$ cat config.mk
export PLATFORM = sky130hd
export DESIGN_NAME = op_share_ctrl_flat
export DESIGN_NICKNAME = d
export VERILOG_FILES = /design/src/rtl/op_share_ctrl_if.sv /design/src/rtl/op_share_ctrl.sv /design/src/flat_wrapper.sv
export SDC_FILE = /design/constraint.sdc
export NUM_CORES = 1
export LEC_CHECK = 0
export CAP_MARGIN = 20
export CORE_MARGIN = 8
export CORE_UTILIZATION = 44
export CTS_CLUSTER_DIAMETER = 40
export CTS_CLUSTER_SIZE = 25
export DETAILED_ROUTE_END_ITERATION = 8
export PLACE_DENSITY = 0.87
export SYNTH_ARGS = -nofsm -noshare
export SYNTH_HDL_FRONTEND = slang
export SYNTH_SLANG_ARGS = --single-unit
$ cat constraint.sdc
create_clock -name clk -period 3.25 [get_ports clk]
set_input_delay 0.65 -clock clk [delete_from_list [all_inputs] [get_ports clk]]
set_output_delay 0.65 -clock clk [all_outputs]
set_load 0.03 [all_outputs]
$ cat src/rtl/op_share_ctrl_if.sv
// Request, operand, shared-unit and response signals of op_share_ctrl.
// The master side is the controller; the slave side is requesters plus compute unit.
interface op_share_ctrl_if #(
  parameter int N     = 4,
  parameter int WIDTH = 8
);
  localparam int IW = $clog2(N);

  logic [N-1:0]       req;
  logic [N*WIDTH-1:0] a_in;
  logic [N*WIDTH-1:0] b_in;
  logic [N-1:0]       gnt;
  logic               unit_start;
  logic [WIDTH-1:0]   unit_a;
  logic [WIDTH-1:0]   unit_b;
  logic               unit_done;
  logic [WIDTH-1:0]   unit_out;
  logic               rsp_valid;
  logic [IW-1:0]      rsp_id;
  logic [WIDTH-1:0]   rsp_data;
  logic               rsp_err;
  logic               busy;

  modport master (
    input  req, a_in, b_in, unit_done, unit_out,
    output gnt, unit_start, unit_a, unit_b, rsp_valid, rsp_id, rsp_data, rsp_err, busy
  );

  modport slave (
    output req, a_in, b_in, unit_done, unit_out,
    input  gnt, unit_start, unit_a, unit_b, rsp_valid, rsp_id, rsp_data, rsp_err, busy
  );
endinterface

$ cat src/rtl/op_share_ctrl.sv
// Round-robin sharing of one two-operand compute unit among N requesters,
// with start/done sequencing and a timeout watchdog that returns an error response.
module op_share_ctrl #(
  parameter int N       = 4,
  parameter int WIDTH   = 8,
  parameter int TIMEOUT = 15
) (
  input  logic            clk,
  input  logic            rst,
  op_share_ctrl_if.master bus
);
  localparam int IW = $clog2(N);
  localparam int CW = $clog2(TIMEOUT);
  localparam logic [CW-1:0] LAST = CW'(TIMEOUT - 1);

  typedef enum logic [1:0] {IDLE, ISSUE, WAIT, RESP} state_t;

  state_t           state, state_next;
  logic [IW-1:0]    ptr, id;
  logic [IW-1:0]    pick, pick_hi, pick_lo;
  logic             hit_hi, hit_lo;
  logic [WIDTH-1:0] a_sel, b_sel;
  logic [WIDTH-1:0] a_q, b_q, data_q;
  logic [IW-1:0]    rsp_id_q;
  logic             err_q;
  logic [CW-1:0]    cnt;
  logic [N-1:0]     gnt_d;
  logic             capture, cnt_clr, cnt_inc, load_ok, load_err, bump_ptr;

  // Two priority scans: lowest set bit at or above ptr, else lowest set bit overall (wrap).
  always_comb begin
    hit_hi  = 1'b0;
    hit_lo  = 1'b0;
    pick_hi = '0;
    pick_lo = '0;
    for (int unsigned i = 0; i < N; i++) begin
      if (bus.req[i] && (i >= 32'(ptr)) && !hit_hi) begin
        hit_hi  = 1'b1;
        pick_hi = IW'(i);
      end
      if (bus.req[i] && !hit_lo) begin
        hit_lo  = 1'b1;
        pick_lo = IW'(i);
      end
    end
    pick = hit_hi ? pick_hi : pick_lo;
  end

  always_comb begin
    a_sel = '0;
    b_sel = '0;
    for (int unsigned i = 0; i < N; i++) begin
      if (pick == IW'(i)) begin
        a_sel = bus.a_in[i*WIDTH +: WIDTH];
        b_sel = bus.b_in[i*WIDTH +: WIDTH];
      end
    end
  end

  always_ff @(posedge clk or negedge rst) begin
    if (!rst) state <= IDLE;
    else      state <= state_next;
  end

  always_comb begin
    state_next = state;
    capture    = 1'b0;
    cnt_clr    = 1'b0;
    cnt_inc    = 1'b0;
    load_ok    = 1'b0;
    load_err   = 1'b0;
    bump_ptr   = 1'b0;
    case (state)
      IDLE: begin
        if (hit_lo) begin
          capture    = 1'b1;
          state_next = ISSUE;
        end
      end
      ISSUE: begin
        cnt_clr    = 1'b1;
        state_next = WAIT;
      end
      WAIT: begin
        // done is checked before the limit so a done on the last cycle wins
        if (bus.unit_done) begin
          load_ok    = 1'b1;
          state_next = RESP;
        end else if (cnt == LAST) begin
          load_err   = 1'b1;
          state_next = RESP;
        end else begin
          cnt_inc = 1'b1;
        end
      end
      RESP: begin
        bump_ptr   = 1'b1;
        state_next = IDLE;
      end
      default: state_next = IDLE;
    endcase
  end

  always_ff @(posedge clk or negedge rst) begin
    if (!rst) begin
      ptr      <= '0;
      id       <= '0;
      a_q      <= '0;
      b_q      <= '0;
      cnt      <= '0;
      data_q   <= '0;
      rsp_id_q <= '0;
      err_q    <= 1'b0;
    end else begin
      if (capture) begin
        id  <= pick;
        a_q <= a_sel;
        b_q <= b_sel;
      end
      if (cnt_clr)      cnt <= '0;
      else if (cnt_inc) cnt <= cnt + CW'(1);
      if (load_ok) begin
        data_q   <= bus.unit_out;
        err_q    <= 1'b0;
        rsp_id_q <= id;
      end else if (load_err) begin
        data_q   <= '0;
        err_q    <= 1'b1;
        rsp_id_q <= id;
      end
      if (bump_ptr) ptr <= (id == IW'(N - 1)) ? '0 : id + IW'(1);
    end
  end

  always_comb begin
    gnt_d = '0;
    for (int unsigned i = 0; i < N; i++) begin
      if (state == ISSUE && id == IW'(i)) gnt_d[i] = 1'b1;
    end
  end

  assign bus.gnt        = gnt_d;
  assign bus.unit_start = (state == ISSUE);
  assign bus.unit_a     = a_q;
  assign bus.unit_b     = b_q;
  assign bus.rsp_valid  = (state == RESP);
  assign bus.rsp_id     = rsp_id_q;
  assign bus.rsp_data   = data_q;
  assign bus.rsp_err    = err_q;
  assign bus.busy       = (state != IDLE);
endmodule

$ cat src/flat_wrapper.sv
// flat-port wrapper written by rule: the top's interface ports become plain ports
module op_share_ctrl_flat 
#(
  parameter int N       = 4,
  parameter int WIDTH   = 8,
  parameter int TIMEOUT = 15
)
  (clk, rst, bus_req, bus_a_in, bus_b_in, bus_unit_done, bus_unit_out, bus_gnt, bus_unit_start, bus_unit_a, bus_unit_b, bus_rsp_valid, bus_rsp_id, bus_rsp_data, bus_rsp_err, bus_busy);
  op_share_ctrl_if #(.N(N), .WIDTH(WIDTH)) bus_i ();
  input  logic clk;
  input  logic rst;
  input wire logic [$bits(bus_i.req)-1:0] bus_req;
  input wire logic [$bits(bus_i.a_in)-1:0] bus_a_in;
  input wire logic [$bits(bus_i.b_in)-1:0] bus_b_in;
  input wire logic [$bits(bus_i.unit_done)-1:0] bus_unit_done;
  input wire logic [$bits(bus_i.unit_out)-1:0] bus_unit_out;
  output wire logic [$bits(bus_i.gnt)-1:0] bus_gnt;
  output wire logic [$bits(bus_i.unit_start)-1:0] bus_unit_start;
  output wire logic [$bits(bus_i.unit_a)-1:0] bus_unit_a;
  output wire logic [$bits(bus_i.unit_b)-1:0] bus_unit_b;
  output wire logic [$bits(bus_i.rsp_valid)-1:0] bus_rsp_valid;
  output wire logic [$bits(bus_i.rsp_id)-1:0] bus_rsp_id;
  output wire logic [$bits(bus_i.rsp_data)-1:0] bus_rsp_data;
  output wire logic [$bits(bus_i.rsp_err)-1:0] bus_rsp_err;
  output wire logic [$bits(bus_i.busy)-1:0] bus_busy;
  assign bus_i.req = bus_req;
  assign bus_i.a_in = bus_a_in;
  assign bus_i.b_in = bus_b_in;
  assign bus_i.unit_done = bus_unit_done;
  assign bus_i.unit_out = bus_unit_out;
  assign bus_gnt = bus_i.gnt;
  assign bus_unit_start = bus_i.unit_start;
  assign bus_unit_a = bus_i.unit_a;
  assign bus_unit_b = bus_i.unit_b;
  assign bus_rsp_valid = bus_i.rsp_valid;
  assign bus_rsp_id = bus_i.rsp_id;
  assign bus_rsp_data = bus_i.rsp_data;
  assign bus_rsp_err = bus_i.rsp_err;
  assign bus_busy = bus_i.busy;
  op_share_ctrl #(.N(N), .WIDTH(WIDTH), .TIMEOUT(TIMEOUT)) u_core (.clk(clk), .rst(rst), .bus(bus_i));
endmodule
==> reports/results.tsv, run 1 <==
metric	value	unit
outcome	finished, final reports clean	
avgViaCountPerCell	5.291	
numCtsBuffers	5	
layout.nets	423	
relSlewSlack	0.3527	
required	2.60	ns
fin_crit	2.626	ns
yosysWarnings	0	
endpoint_kind	primary output	
num_vias	2143	
port-buffer-count	112	
synthArstFlopShare	1.000	
cp_slowest_cell	clkdlybuf4s50_1	
root_buffer	clkbuf_8	
die_area	0.007719	sq mm
worst_pin_slew	0.9698	ns
grt_start_max_net_pins	38	
drive_above_1_share	0.1254	
p_leak	0.001470	uW
grt_pass1_vias	2394	
critPathKind	flip-flop to primary output	
power_density	848.6	mW/mm^2
path_clk_slew	0.08	ns
postRouteWirelength	6972	microns
rsz0062_at_grt	no	
synth.most_common_cell	dfrtp_1	
r2r_cells	4	
vdd_drop_max	0.4092	mV
synthToLayoutAreaGrowth	56.33	%
synth_top_area_cell	dfrtp_1	
cts_buffer_depth	2	
grt_usage	0.1897	
syn_nets	311	
max_freq	380.8	MHz
worstSkewPairLatency	0.29	ns
maxCapViolations	0	
num_antenna_cells	0	
r2r_start	u_core.ptr[1]	
tns	0	ns
place_ws	0.3402	ns
synth_cells	222	
ys_ff_latch	37	
antenna_found_initial	0	
cpPeakStageDelay	0.67	ns
synth_top_area_frac	0.4075	
ys.flop_type	dfrtp_1	
rows	26	
ys_top_cells_by_count	dfrtp_1, nor2_1, nand2_1	
wl_per_cell	17.21	microns
syn_area	0.002272	sq mm
cts.sinks	37	
startpoint	u_core.state[1]	
setup_slack	0.6241	ns
drcViolationCount	0	
hold_class	input port to asynchronous set/reset pin	
synth.distinct_cells	40	
yosysSeqAreaShare	0.4075	
place.gp.congestion	0.7870	
holdBufCountCts	0	
netlist_top_cells_area	dfrtp_1, a211oi_2, mux2i_1	
regToRegSetupSlack	1.11	ns
fill_cells	397	
crit_fanout	9	
drt-pass1-iter-count	4	
fin_skew	0.007179	ns
htreeDepth	2	
ios	113	
avgSynthCellArea	10.24	sq um
setup_violations	0	
postCtsSetupRepairBufs	0	
start_util	0.4506	
finalPower	3014	uW
crit_chain	inv_1 -> ha_1 -> and2_1 -> clkdlybuf4s50_1	
grt.overflow.total	0	
synth-edff-count	0	
antenna_left	0	
grt_pass1_wl	11430	microns
cts_resized	0	
slew_viol_final	0	
finalHoldViolCount	0	
fp.dieW	87.86	microns
cp-start-kind	flip-flop	
endpoint	bus_gnt[2]	
hpwl	5467	microns
die_h	87.86	microns
fin_crit_sh	0.8080	
holdWs	0.4527	ns
worstPathArrival	1.98	ns
drt_iter0_drc	121	
rr_endpoint	u_core.bus.unit_b[1]	
core_area	0.005042	sq mm
cts_tree	done	
-- routing by layer --
layer / GRT usage / share of wire / up-vias
li1: - / - / 1029
met1: 0.2063 / 0.38 / 994
met2: 0.3112 / 0.48 / 107
met3: 0.1013 / 0.13 / 13
met4: 0.05625 / 0.020 / 0
met5: 0 / 0 / -
-- area by class of cell --
cell class              count  area, sq um  share of cell area
flip-flops and latches     37        925.9              0.2607
well taps                  70        87.58             0.02466
clock inverters             1        5.005            0.001409
repair buffers            117         1166              0.3283
clock buffers               7        96.34             0.02712
multi-input cells         166         1245              0.3505
inverters                   7        26.28            0.007397
-- layout by cell type, fill, tap and decap left out, drive strengths merged --
master         count
a211oi            32
a21boi             2
a21o               1
a21oi              3
a22o               8
a31oi              1
a41oi              1
and2               6
buf                6
clkbuf             7
clkdlybuf4s50    111
clkinv             1
dfrtp             37
ha                10
inv                7
mux2               3
mux2i             16
nand2             23
nand2b             3
nand3              1
nand4              1
nor2              25
nor3              17
nor3b              1
nor4               1
o21ai              4
o221ai             1
o22a               1
or3                1
or3b               1
xnor2              1
xor2               2
-- stage by stage --
step	utilization	std cells	instance area, sq um
floorplan	-	222	2272
global placement	0.6844	397	3451
detailed placement	0.6844	397	3451
CTS	0.7045	405	3552
global route	0.7045	405	3552
finish	0.7045	405	3552
-- power by group --
group	internal, uW	total [uW]	switching [uW]
Combinational	794	1840	1050
Clock	192	356	164
Sequential	672	815	144
-- worst max-delay path, delay by kind of cell, from the launching register on --
kind | cells | cell delay (ns)
fa+ha+maj | 1 | 0.33
flops | 1 | 0.40
simple gates | 1 | 0.18
buf+inv | 2 | 0.78
-- registers in the layout (all words and copies together) (netlist names) --
signal,flops
u_core.bus.rsp_err,1
u_core.id,2
u_core.bus.unit_a,8
u_core.bus.rsp_id,2
u_core.bus.unit_b,8
u_core.bus.rsp_data,8
u_core.cnt,4
u_core.state,2
u_core.ptr,2
-- kinds of logic (layout without fill, tap and decap cells) --
kind of cell,count (synthesis),count (layout),share of synthesized area
multiplexers,19,19,0.08535
AND/OR/NAND/NOR,80,80,0.1663
AO/OA/AOI/OAI,54,54,0.2296
adder cells (fa/ha/maj),10,10,0.05507
buffers and inverters,19,132,0.04460
XOR/XNOR,3,3,0.01157
flip-flops,37,37,0.4075
-- worst min-delay path by stage --
stage,startpoint,end
2_1_floorplan,rst,u_core.bus.rsp_data[0]
3_3_place_gp,u_core.bus.rsp_id[1],u_core.bus.rsp_id[1]
6_report,rst,u_core.bus.unit_b[7]
4_1_cts,rst,u_core.bus.unit_b[7]
3_5_place_dp,u_core.bus.rsp_id[1],u_core.bus.rsp_id[1]
5_1_grt,rst,u_core.bus.unit_b[7]
Note: power is estimated with default switching activity, not from simulation.
==> run 2: changes to the inputs <==
- CORE_UTILIZATION: 44 -> 41
- PLACE_DENSITY: 0.87 -> 0.82
- clock period: 3.25 -> 2.51 ns (I/O delays scaled with it)
==> run 2 against run 1 <==
Non-clock buffer count rose by 4. Die area rose by 6.0%. Hold slack got worse by 0.13 ns. Critical path type unchanged. Final cell count rose by 1.5%. Core utilization fell by 4.6 points. Sequential share of layout area fell by 0.21 points. Flip-flop and latch count did not move. First-iteration DRC count fell by 58%.
==> reports/results.tsv, run 2 (synthesized netlist as in run 1, its figures left out) <==
metric	value	unit
outcome	finished, final reports clean	
rows	27	
final_common_cell	clkdlybuf4s50_1	
worstPathArrival	1.90	ns
die_area	0.008180	sq mm
drcViolationCount	0	
place_ws	-0.1389	ns
die_h	90.45	microns
grt_use_met3	0.08146	
utilization	0.6584	
cpPeakStageDelay	0.69	ns
grt.overflow.total	0	
ios	113	
cts_buffer_depth	2	
grt_start_max_net_pins	38	
avgViaCountPerCell	5.170	
grt_pass1_wl	11760	microns
cp-start-kind	flip-flop	
antenna_left	0	
endpoint_kind	primary output	
crit_fanout	9	
start_util	0.4178	
vdd_drop_max	0.5278	mV
use_met2	0.2804	
r2r_cells	5	
worst_pin_slew	0.9847	ns
power_density	1082	mW/mm^2
layout_common_cells	clkdlybuf4s50_1, dfrtp_1, nor2_1	
grt_usage	0.1724	
finalHoldViolCount	0	
worstSkewPairLatency	0.28	ns
place.gp.congestion	0.7752	
relSlewSlack	0.3428	
finalPower	3876	uW
antenna_found_initial	0	
postCtsSetupRepairBufs	0	
setup_violations	0	
setup_slack	0.1094	ns
wl_per_cell	16.63	microns
htreeDepth	2	
grt-busiest-layer	met2	
cts.sinks	37	
grt_pass1_vias	2478	
crit_chain	inv_1 -> ha_2 -> and2_1 -> clkdlybuf4s50_1	
root_buffer	clkbuf_8	
cp_slowest_cell	clkdlybuf4s50_1	
fin_skew	0.009568	ns
critPathKind	flip-flop to primary output	
drt-pass1-iter-count	4	
rsz0062_at_grt	no	
num_vias	2125	
p_leak	0.001484	uW
num_antenna_cells	0	
maxCapViolations	0	
drt_iter0_drc	51	
drive_above_1_share	0.1357	
fp.dieW	90.45	microns
final_cells	411	
numCtsBuffers	5	
fin_crit	2.401	ns
path_clk_slew	0.08	ns
fin_crit_sh	0.9564	
max_freq	416.6	MHz
gr-usage-met1	0.1993	
core_area	0.005439	sq mm
layout.nets	427	
cts_tree	done	
required	2.01	ns
port-buffer-count	112	
hpwl	5395	microns
hold_class	input port to asynchronous set/reset pin	
postRouteWirelength	6835	microns
dp_cells	403	
slew_viol_final	0	
synthToLayoutAreaGrowth	57.60	%
run 2: metrics by stage:
stage          area, sq um  setup TNS, ns  hold slack (ns)
3_3_place_gp          3496        -0.4068           0.4656
3_5_place_dp          3496         -1.425           0.4694
2_1_floorplan         2272              0           0.2064
5_1_grt               3581              0           0.3798
4_1_cts               3578              0           0.3541
6_report              3581              0           0.3204
run 2: layer usage:
| layer | wire (microns) | share of wire |
|---|---|---|
| met2 | 3120 | 0.46 |
| met5 | 0 | 0 |
| met4 | 105 | 0.015 |
| met1 | 2949 | 0.43 |
| met3 | 660 | 0.097 |
run 2: cell type report:
type | instances | area (sq um)
Fill cell | 438 | 1858
Multi-Input combinational cell | 166 | 1247
Timing Repair Buffer | 121 | 1209
Sequential cell | 37 | 925.9
Tap cell | 72 | 90.09
Clock buffer | 6 | 72.57
Inverter | 7 | 26.28
Clock inverter | 2 | 10.01
run 2: worst paths after layout:
path	start	end	slack, ns
min in group clk	u_core.bus.rsp_id[1]	u_core.bus.rsp_id[1]	0.48
setup reg to reg	u_core.ptr[1]	u_core.bus.unit_a[5]	0.44
hold reg to reg	u_core.bus.rsp_id[1]	u_core.bus.rsp_id[1]	0.48
max in group asynchronous	rst	u_core.cnt[0]	1.67
setup / recovery	u_core.state[1]	bus_gnt[3]	0.11
hold / removal	rst	u_core.bus.unit_a[3]	0.32
run 2: what timing repair did:
action | 4_1_cts | 5_1_grt
hold buffers | 0 | 0
endpoints found under the setup margin | 0 | 4
gates resized for setup | 0 | 1
run 2: report_power, final:
group	internal [uW]	leakage (uW)	switching, uW	total (uW)
Clock	193	0.0000450	204	397
Combinational	1070	0.000996	1360	2430
Sequential	869	0.000443	181	1050
run 2: critical path, delay by kind of cell (launching register included):
family	cells	cell delay [ns]
AND/OR/NAND/NOR	1	0.14
adder cells (fa/ha/maj)	1	0.28
flip-flops	1	0.40
buffers and inverters	2	0.79
